$ cat src/rtl/fpga_lab_pkg.sv
// Project-wide constants shared by the input-path blocks.
package fpga_lab_pkg;

  localparam int CLK_FREQ_HZ             = 125_000_000;
  // 500 us per sample tick at 125 MHz
  localparam int DEBOUNCE_SAMPLE_CNT_MAX = 62500;
  // 200 ticks of 500 us = 100 ms of stable high before the level is accepted
  localparam int DEBOUNCE_PULSE_CNT_MAX  = 200;

endpackage : fpga_lab_pkg

$ cat src/rtl/sample_pulse_gen.sv
// Free-running wrapping counter that produces a one-cycle sample tick
// every SAMPLE_CNT_MAX clocks. The tick is registered, so it is high
// exactly while the counter holds SAMPLE_CNT_MAX-1 and low in reset.
module sample_pulse_gen #(
  parameter int SAMPLE_CNT_MAX = 62500,
  parameter int CNT_WIDTH      = (SAMPLE_CNT_MAX > 1) ? $clog2(SAMPLE_CNT_MAX) : 1
) (
  input  logic clk,
  input  logic rst_n,
  output logic sample_pulse
);

  localparam logic [CNT_WIDTH-1:0] CNT_LAST = CNT_WIDTH'(SAMPLE_CNT_MAX - 1);

  logic [CNT_WIDTH-1:0] cnt;
  logic [CNT_WIDTH-1:0] cnt_next;

  // Next counter value: wrap to zero after the last count
  always_comb begin
    cnt_next = (cnt == CNT_LAST) ? '0 : cnt + 1'b1;
  end

  // Counter and tick register; tick is precomputed from the next count
  // so it lines up with the counter sitting at its last value
  always_ff @(posedge clk or negedge rst_n) begin
    if (!rst_n) begin
      cnt          <= '0;
      sample_pulse <= 1'b0;
    end else begin
      cnt          <= cnt_next;
      sample_pulse <= (cnt_next == CNT_LAST);
    end
  end

endmodule : sample_pulse_gen

$ cat src/rtl/debouncer.sv
// Per-bit debouncer. A bit's output rises only after its input has been
// high on PULSE_CNT_MAX consecutive sample ticks, and falls on the first
// clock the input is seen low. All bits share one sample tick generator.
module debouncer
  import fpga_lab_pkg::*;
#(
  parameter int WIDTH              = 1,
  parameter int SAMPLE_CNT_MAX     = DEBOUNCE_SAMPLE_CNT_MAX,
  parameter int PULSE_CNT_MAX      = DEBOUNCE_PULSE_CNT_MAX,
  parameter int WRAPPING_CNT_WIDTH = (SAMPLE_CNT_MAX > 1) ? $clog2(SAMPLE_CNT_MAX) : 1,
  parameter int SAT_CNT_WIDTH      = $clog2(PULSE_CNT_MAX) + 1
) (
  input  logic             clk,
  input  logic             rst_n,
  input  logic [WIDTH-1:0] glitchy_signal,
  output logic [WIDTH-1:0] debounced_signal
);

  localparam logic [SAT_CNT_WIDTH-1:0] SAT_MAX = SAT_CNT_WIDTH'(PULSE_CNT_MAX);

  logic sample_pulse;

  sample_pulse_gen #(
    .SAMPLE_CNT_MAX (SAMPLE_CNT_MAX),
    .CNT_WIDTH      (WRAPPING_CNT_WIDTH)
  ) u_sample_pulse_gen (
    .clk          (clk),
    .rst_n        (rst_n),
    .sample_pulse (sample_pulse)
  );

  for (genvar i = 0; i < WIDTH; i++) begin : g_bit
    logic [SAT_CNT_WIDTH-1:0] sat_cnt;

    // Saturating qualification counter: a low input clears it on any
    // cycle (even a tick cycle), otherwise each tick adds one until MAX
    always_ff @(posedge clk or negedge rst_n) begin
      if (!rst_n) begin
        sat_cnt <= '0;
      end else if (!glitchy_signal[i]) begin
        sat_cnt <= '0;
      end else if (sample_pulse && (sat_cnt < SAT_MAX)) begin
        sat_cnt <= sat_cnt + 1'b1;
      end
    end

    // Output decoded straight from the counter; no extra register stage
    assign debounced_signal[i] = (sat_cnt == SAT_MAX);
  end

endmodule : debouncer

$ cat config.mk
export PLATFORM = sky130hd
export DESIGN_NAME = debouncer
export DESIGN_NICKNAME = d
export VERILOG_FILES = /design/src/rtl/fpga_lab_pkg.sv /design/src/rtl/sample_pulse_gen.sv /design/src/rtl/debouncer.sv
export SDC_FILE = /design/constraint.sdc
export NUM_CORES = 1
export LEC_CHECK = 0
export CAP_MARGIN = 20
export CORE_MARGIN = 2
export CORE_UTILIZATION = 45
export CTS_BUF_LIST = sky130_fd_sc_hd__clkbuf_8
export DETAILED_ROUTE_END_ITERATION = 16
export PLACE_DENSITY = 0.59
export SYNTH_ARGS = -nofsm -noshare
export SYNTH_HDL_FRONTEND = slang
export SYNTH_SLANG_ARGS = --single-unit
$ cat constraint.sdc
create_clock -name clk -period 2.1 [get_ports clk]
set_input_delay 0.42 -clock clk [delete_from_list [all_inputs] [get_ports clk]]
set_output_delay 0.42 -clock clk [all_outputs]
set_load 0.02 [all_outputs]
* After elaboration in Yosys (flattened, before gate mapping)
Cells that the tools add are included.
** Word-level totals
- Bits in registers :: 26
- Bits of input ports :: 3
- Logic and storage cells :: 14
** Operators by class
- Add/sub/neg operators :: 2
- Magnitude comparators :: 1
- Eq/ne operators :: 4
- Multiplexer cells :: 3
- Reductions and logical operators :: 1
** Operator list (number)
- equality test 16 bit (second input constant) :: 2
- 2-to-1 mux 9 bit :: 2
- adder 16 x 1 -> 16 bit (second input constant) :: 1
- 2-to-1 mux 16 bit :: 1
- adder 9 x 1 -> 9 bit (second input constant) :: 1
- equality test 9 x 8 -> 1 bit (second input constant) :: 1
- < comparator 9 x 8 -> 1 bit (second input constant) :: 1
- != test 2 x 1 -> 1 bit (second input constant) :: 1
- logical AND 1 bit :: 1

* Depth between registers and ports, before layout
- Word-level depth :: 4
- Gate-level depth with buffers :: 7
- Depth with buffers taken out :: 6

* Hierarchy
Synthesis repeated with hierarchy kept, for this count alone.
** Unflattened totals
- Cell total of the unflattened synthesis :: 140
- Area, all modules :: 1443.9 µm²
** Modules (own cells, without submodules)
- sample_pulse_gen :: times used 1, cells an instance 88, area each 918.4 µm², sequential area each 425.4 µm²
- debouncer :: times used 1, cells an instance 52, area each 525.5 µm², sequential area each 225.2 µm²

* Least setup slack after synthesis
No wires, ideal clock.
- Path type :: flip-flop to flip-flop
- Start point :: register u_sample_pulse_gen.cnt[0]
- End point :: register u_sample_pulse_gen.sample_pulse
- Library setup time :: 0.111 ns
- Data arrival time :: 1.789 ns
- Path slack :: 0.200 ns
- Stages on the path, launching flop included :: 8
- Path buffers :: 1
- Cell sequence :: dfrtp_1 -> ha_1 -> and3_1 -> buf_6 -> nand3_4 -> xnor2_1 -> or4_1 -> a2111oi_2
** On the way
- Cells in the longest elaborated chain, start to end :: 3
- Elaborated cells between the ends (all ways) :: 4
- Classes of those cells :: add/sub: 1; eq/ne: 2; mux: 1
** RTL lines
- start, declared :: RTL line sample_pulse_gen.sv:15 : logic [CNT_WIDTH-1:0] cnt;
- start signal, assigned :: RTL line sample_pulse_gen.sv:30 : cnt <= cnt_next;
- adder 16 x 1 -> 16 bit or equality test 16 bit (tied branches) :: RTL line sample_pulse_gen.sv:20 : cnt_next = (cnt == CNT_LAST) ? '0 : cnt + 1'b1;
- 2-to-1 mux 16 bit * :: RTL line sample_pulse_gen.sv:20
- named net u_sample_pulse_gen.cnt_next[8] :: RTL line sample_pulse_gen.sv:16 : logic [CNT_WIDTH-1:0] cnt_next;
- equality test 16 bit * :: RTL line sample_pulse_gen.sv:31 : sample_pulse <= (cnt_next == CNT_LAST);
- end signal, assigned :: RTL line sample_pulse_gen.sv:31
- end, declared :: RTL line sample_pulse_gen.sv:10 : output logic sample_pulse
The timed path passes the listed nets; every way through them passes the cells marked *.
A chain may end at the register's enable or synchronous reset.

* Worst setup path after layout
- Start point :: register g_bit[0].sat_cnt[0]
- End point :: output port debounced_signal
** On the way
- Cells in the longest elaborated chain, start to end :: 1
** RTL lines
- start, declared :: RTL line debouncer.sv:33 : logic [SAT_CNT_WIDTH-1:0] sat_cnt;
- start signal, assigned :: RTL line debouncer.sv:43 : sat_cnt <= sat_cnt + 1'b1;
- equality test 9 x 8 -> 1 bit :: RTL line debouncer.sv:48 : assign debounced_signal[i] = (sat_cnt == SAT_MAX);
- end, declared :: RTL line debouncer.sv:16 : output logic [WIDTH-1:0] debounced_signal
No other way between the ends.

==> summary.md <==
| Metric | Value |
|---|---|
| Final core occ | `0.538` |
| Worst Path Max Fanout | `3` |
| Setup TNS | `0 ns` |
| Root cell of the clock tree | `clkbuf_8` |
| Type of origin of the critical path | `register` |
| RSZ-0062 raised after global routing | `no` |
| Average wire per standard cell | `13.8 um` |
| Crit. End Element | `output port` |
| Critical Path AT | `1.50 ns` |
| Area Overhead vs Synth | `12.5%` |
| Final setup violating endpoints | `0` |
| DPL Wire Length | `1.76 mm` |
| Die H | `58.4 um` |
| Clock sink count | `26` |
| Largest net degree at the start of global routing | `27` |
| I/O Pins | `4` |
| Die area | `0.00341 sq mm` |
| Synth area leader | `dfrtp_1` |
| Die Wd | `58.4 um` |
| CTS clock-pin slew for the worst setup and hold paths | `0.08 ns` |
| Hold_ws | `0.516 ns` |
| Via count | `958` |
| Nets@finish | `147` |
| Yosys reg bits | `26` |
| Row count | `19` |
| Asr flop ratio synth | `1.00` |
| Initial core utilization | `0.479` |
| Critical Path RT | `1.68 ns` |
| Max VDD drop | `365 uV` |
| Pre-antenna DRT Iters | `5` |
| Core Region | `0.00278 sq mm` |
| Slew Limit Fails | `0` |
| Vias per cell | `5.60` |
| Lkg Pwr | `0.629 nW` |
| GPL Wtd Cong | `0.822` |
| IO buf count | `3` |
| Gate Count Post-Synth | `128` |
| Tmin final | `1.92 ns` |
| Number of enable flip-flop cells after synthesis | `0` |
| Drc violations | `0` |
| Sequential share of the synthesized area | `0.489` |
| Fin. Hold Viols | `0` |
| Share of the synthesized area in the top cell type | `0.489` |
| CTS tree | `yes` |
| Initial antenna violation count | `0` |
| Slew headroom | `0.708` |
| Global-route wire length before repair | `4.42 mm` |
| Pre-CTS worst setup slack | `0.131 ns` |
| Mapped Area | `0.00133 sq mm` |
| Fraction of layout cells with a size suffix above 1 | `0.114` |
| Total gr overflow | `0` |
| PD cells | `557 mW/mm^2` |
| Period utilization | `0.915` |
| Largest cells by area after synthesis | `dfrtp_1 (49%), xnor2_1 (7.2%), xor2_1 (5.3%)` |
| Main flop type after synthesis | `dfrtp_1` |
| Clk_lat worst skew | `0.27 ns` |
| Tot Pwr | `0.834 mW` |
| Yosys cell types | `31` |
| Synthesis Warnings | `0` |
| R2r startpoint | `u_sample_pulse_gen.cnt[6]$_DFF_PN0_` |
| Final worst setup slack | `0.178 ns` |
| Vias in the first global route | `977` |
| Worst Skew | `0.00473 ns` |
| First DRT Iteration DRCs | `52` |
| Max Cap Viol | `0` |
| Max frequency | `0.520 GHz` |
| TritonCTS buffer count | `3` |
| # diodes | `0` |
| H-tree depth | `1` |
| Status | `finished, final reports clean` |
| Drt total wl | `2.36 mm` |
| Synthesized area per cell | `10.4 sq um` |
| Post-Syn Nets | `134` |
| List of most frequent post-synthesis cells | `dfrtp_1 (26), nand2_1 (13), nor2_1 (12)` |
| Remaining antenna violation count | `0` |
| Clk buf depth | `2` |
| Worst hold path class | `input port to async pin` |
| Total GRT Usage | `0.171` |
| Worst slew pin tran | `0.432 ns` |
| CP Launch Point | `g_bit[0].sat_cnt[0]$_DFFE_PN0P_` |
| WS Path Type | `register to output port` |
| Top-count cell post-synth | `dfrtp_1` |
==> final cells by class <==
type                    count  area [sq um]
inverters                   3          11.3
fillers                   249          1280
well taps                  31          38.8
multi-input cells          97           661
flip-flops and latches     26           651
clock buffers               4          55.1
repair buffers             10          81.3
==> worst paths after layout <==
| kind | to | slack [ns] | cells after the start |
|---|---|---|---|
| max | debounced_signal | 0.18 | 5 |
| min | g_bit[0].sat_cnt[2]$_DFFE_PN0P_ | 0.52 | 2 |
| max reg2reg | u_sample_pulse_gen.sample_pulse$_DFF_PN0_ | 0.18 | 5 |
| min reg2reg | u_sample_pulse_gen.cnt[6]$_DFF_PN0_ | 0.53 | 1 |
| max in group asynchronous | u_sample_pulse_gen.cnt[6]$_DFF_PN0_ | 1.34 | 2 |
| min in group clk | u_sample_pulse_gen.cnt[6]$_DFF_PN0_ | 0.53 | 1 |
==> state kept, by name, indices dropped and copies added, names as in the netlist <==
| name | cells |
|---|---|
| u_sample_pulse_gen.cnt | 16 |
| g_bit.sat_cnt | 9 |
| u_sample_pulse_gen.sample_pulse | 1 |
==> layer usage <==
layer | track usage | routed length (um)
met4 | 0.0698 | 40
met5 | 0 | 0
met2 | 0.284 | 1170
met3 | 0.0264 | 64
met1 | 0.223 | 1080
==> power by group <==
part	leakage [nW]	switching (mW)	internal [mW]	total [mW]
clock network	0.0288	0.150	0.168	0.318
logic	0.252	0.0110	0.00560	0.0166
registers	0.349	0.000000000000000218	0.500	0.500
total	0.629	0.161	0.673	0.834
==> cells by family (layout without fill, tap and decap cells) <==
group	count (synthesis)	in the layout	share of synthesized area
muxes	1	1	0.00752
xor gates and xnor gates	19	19	0.125
adders and majority gates	3	3	0.0282
and+or+nand+nor	68	68	0.294
DFF	26	26	0.489
AOI/OAI and AO/OA	6	6	0.0357
buffers and inverters	5	17	0.0207
==> metrics by stage <==
stage | cells | cell area [sq um]
detailed placement | 167 | 1440
finish | 171 | 1500
global route | 171 | 1500
CTS | 171 | 1490
global placement | 167 | 1440
floorplan | 128 | 1330
==> critical path, cell delays in order, from the launching register on <==
cell           delay, ns
dfrtp_1             0.41
inv_1               0.10
ha_1                0.15
nand3_1             0.07
nor4_1              0.16
dlygate4sd2_1       0.36
==> placed cells by master (no fill, tap or decap), types with 2 or more instances in the layout <==
| cell type | Yosys | routed |
|---|---|---|
| nand4_1 | 6 | 6 |
| nor3_1 | 4 | 4 |
| and2_1 | 4 | 4 |
| inv_1 | 3 | 3 |
| and3_1 | 4 | 3 |
| clkdlybuf4s50_1 | 0 | 2 |
| nand2_1 | 13 | 13 |
| ha_1 | 3 | 2 |
| nor2_1 | 12 | 12 |
| nor4_1 | 2 | 2 |
| and4_1 | 2 | 2 |
| o21ai_0 | 2 | 2 |
| xnor2_1 | 11 | 11 |
| nor2b_1 | 4 | 4 |
| nand3_1 | 7 | 7 |
| dfrtp_1 | 26 | 26 |
| clkbuf_8 | 0 | 4 |
| buf_4 | 0 | 7 |
| nor4b_1 | 3 | 3 |
| xor2_1 | 8 | 8 |
==> timing repair <==
item	in CTS	in global routing
setup buffers	0	0
setup endpoints to repair	1	1
hold buffers	0	0
resized for setup	1	2
No activity file was read; power rests on OpenSTA's default activity.
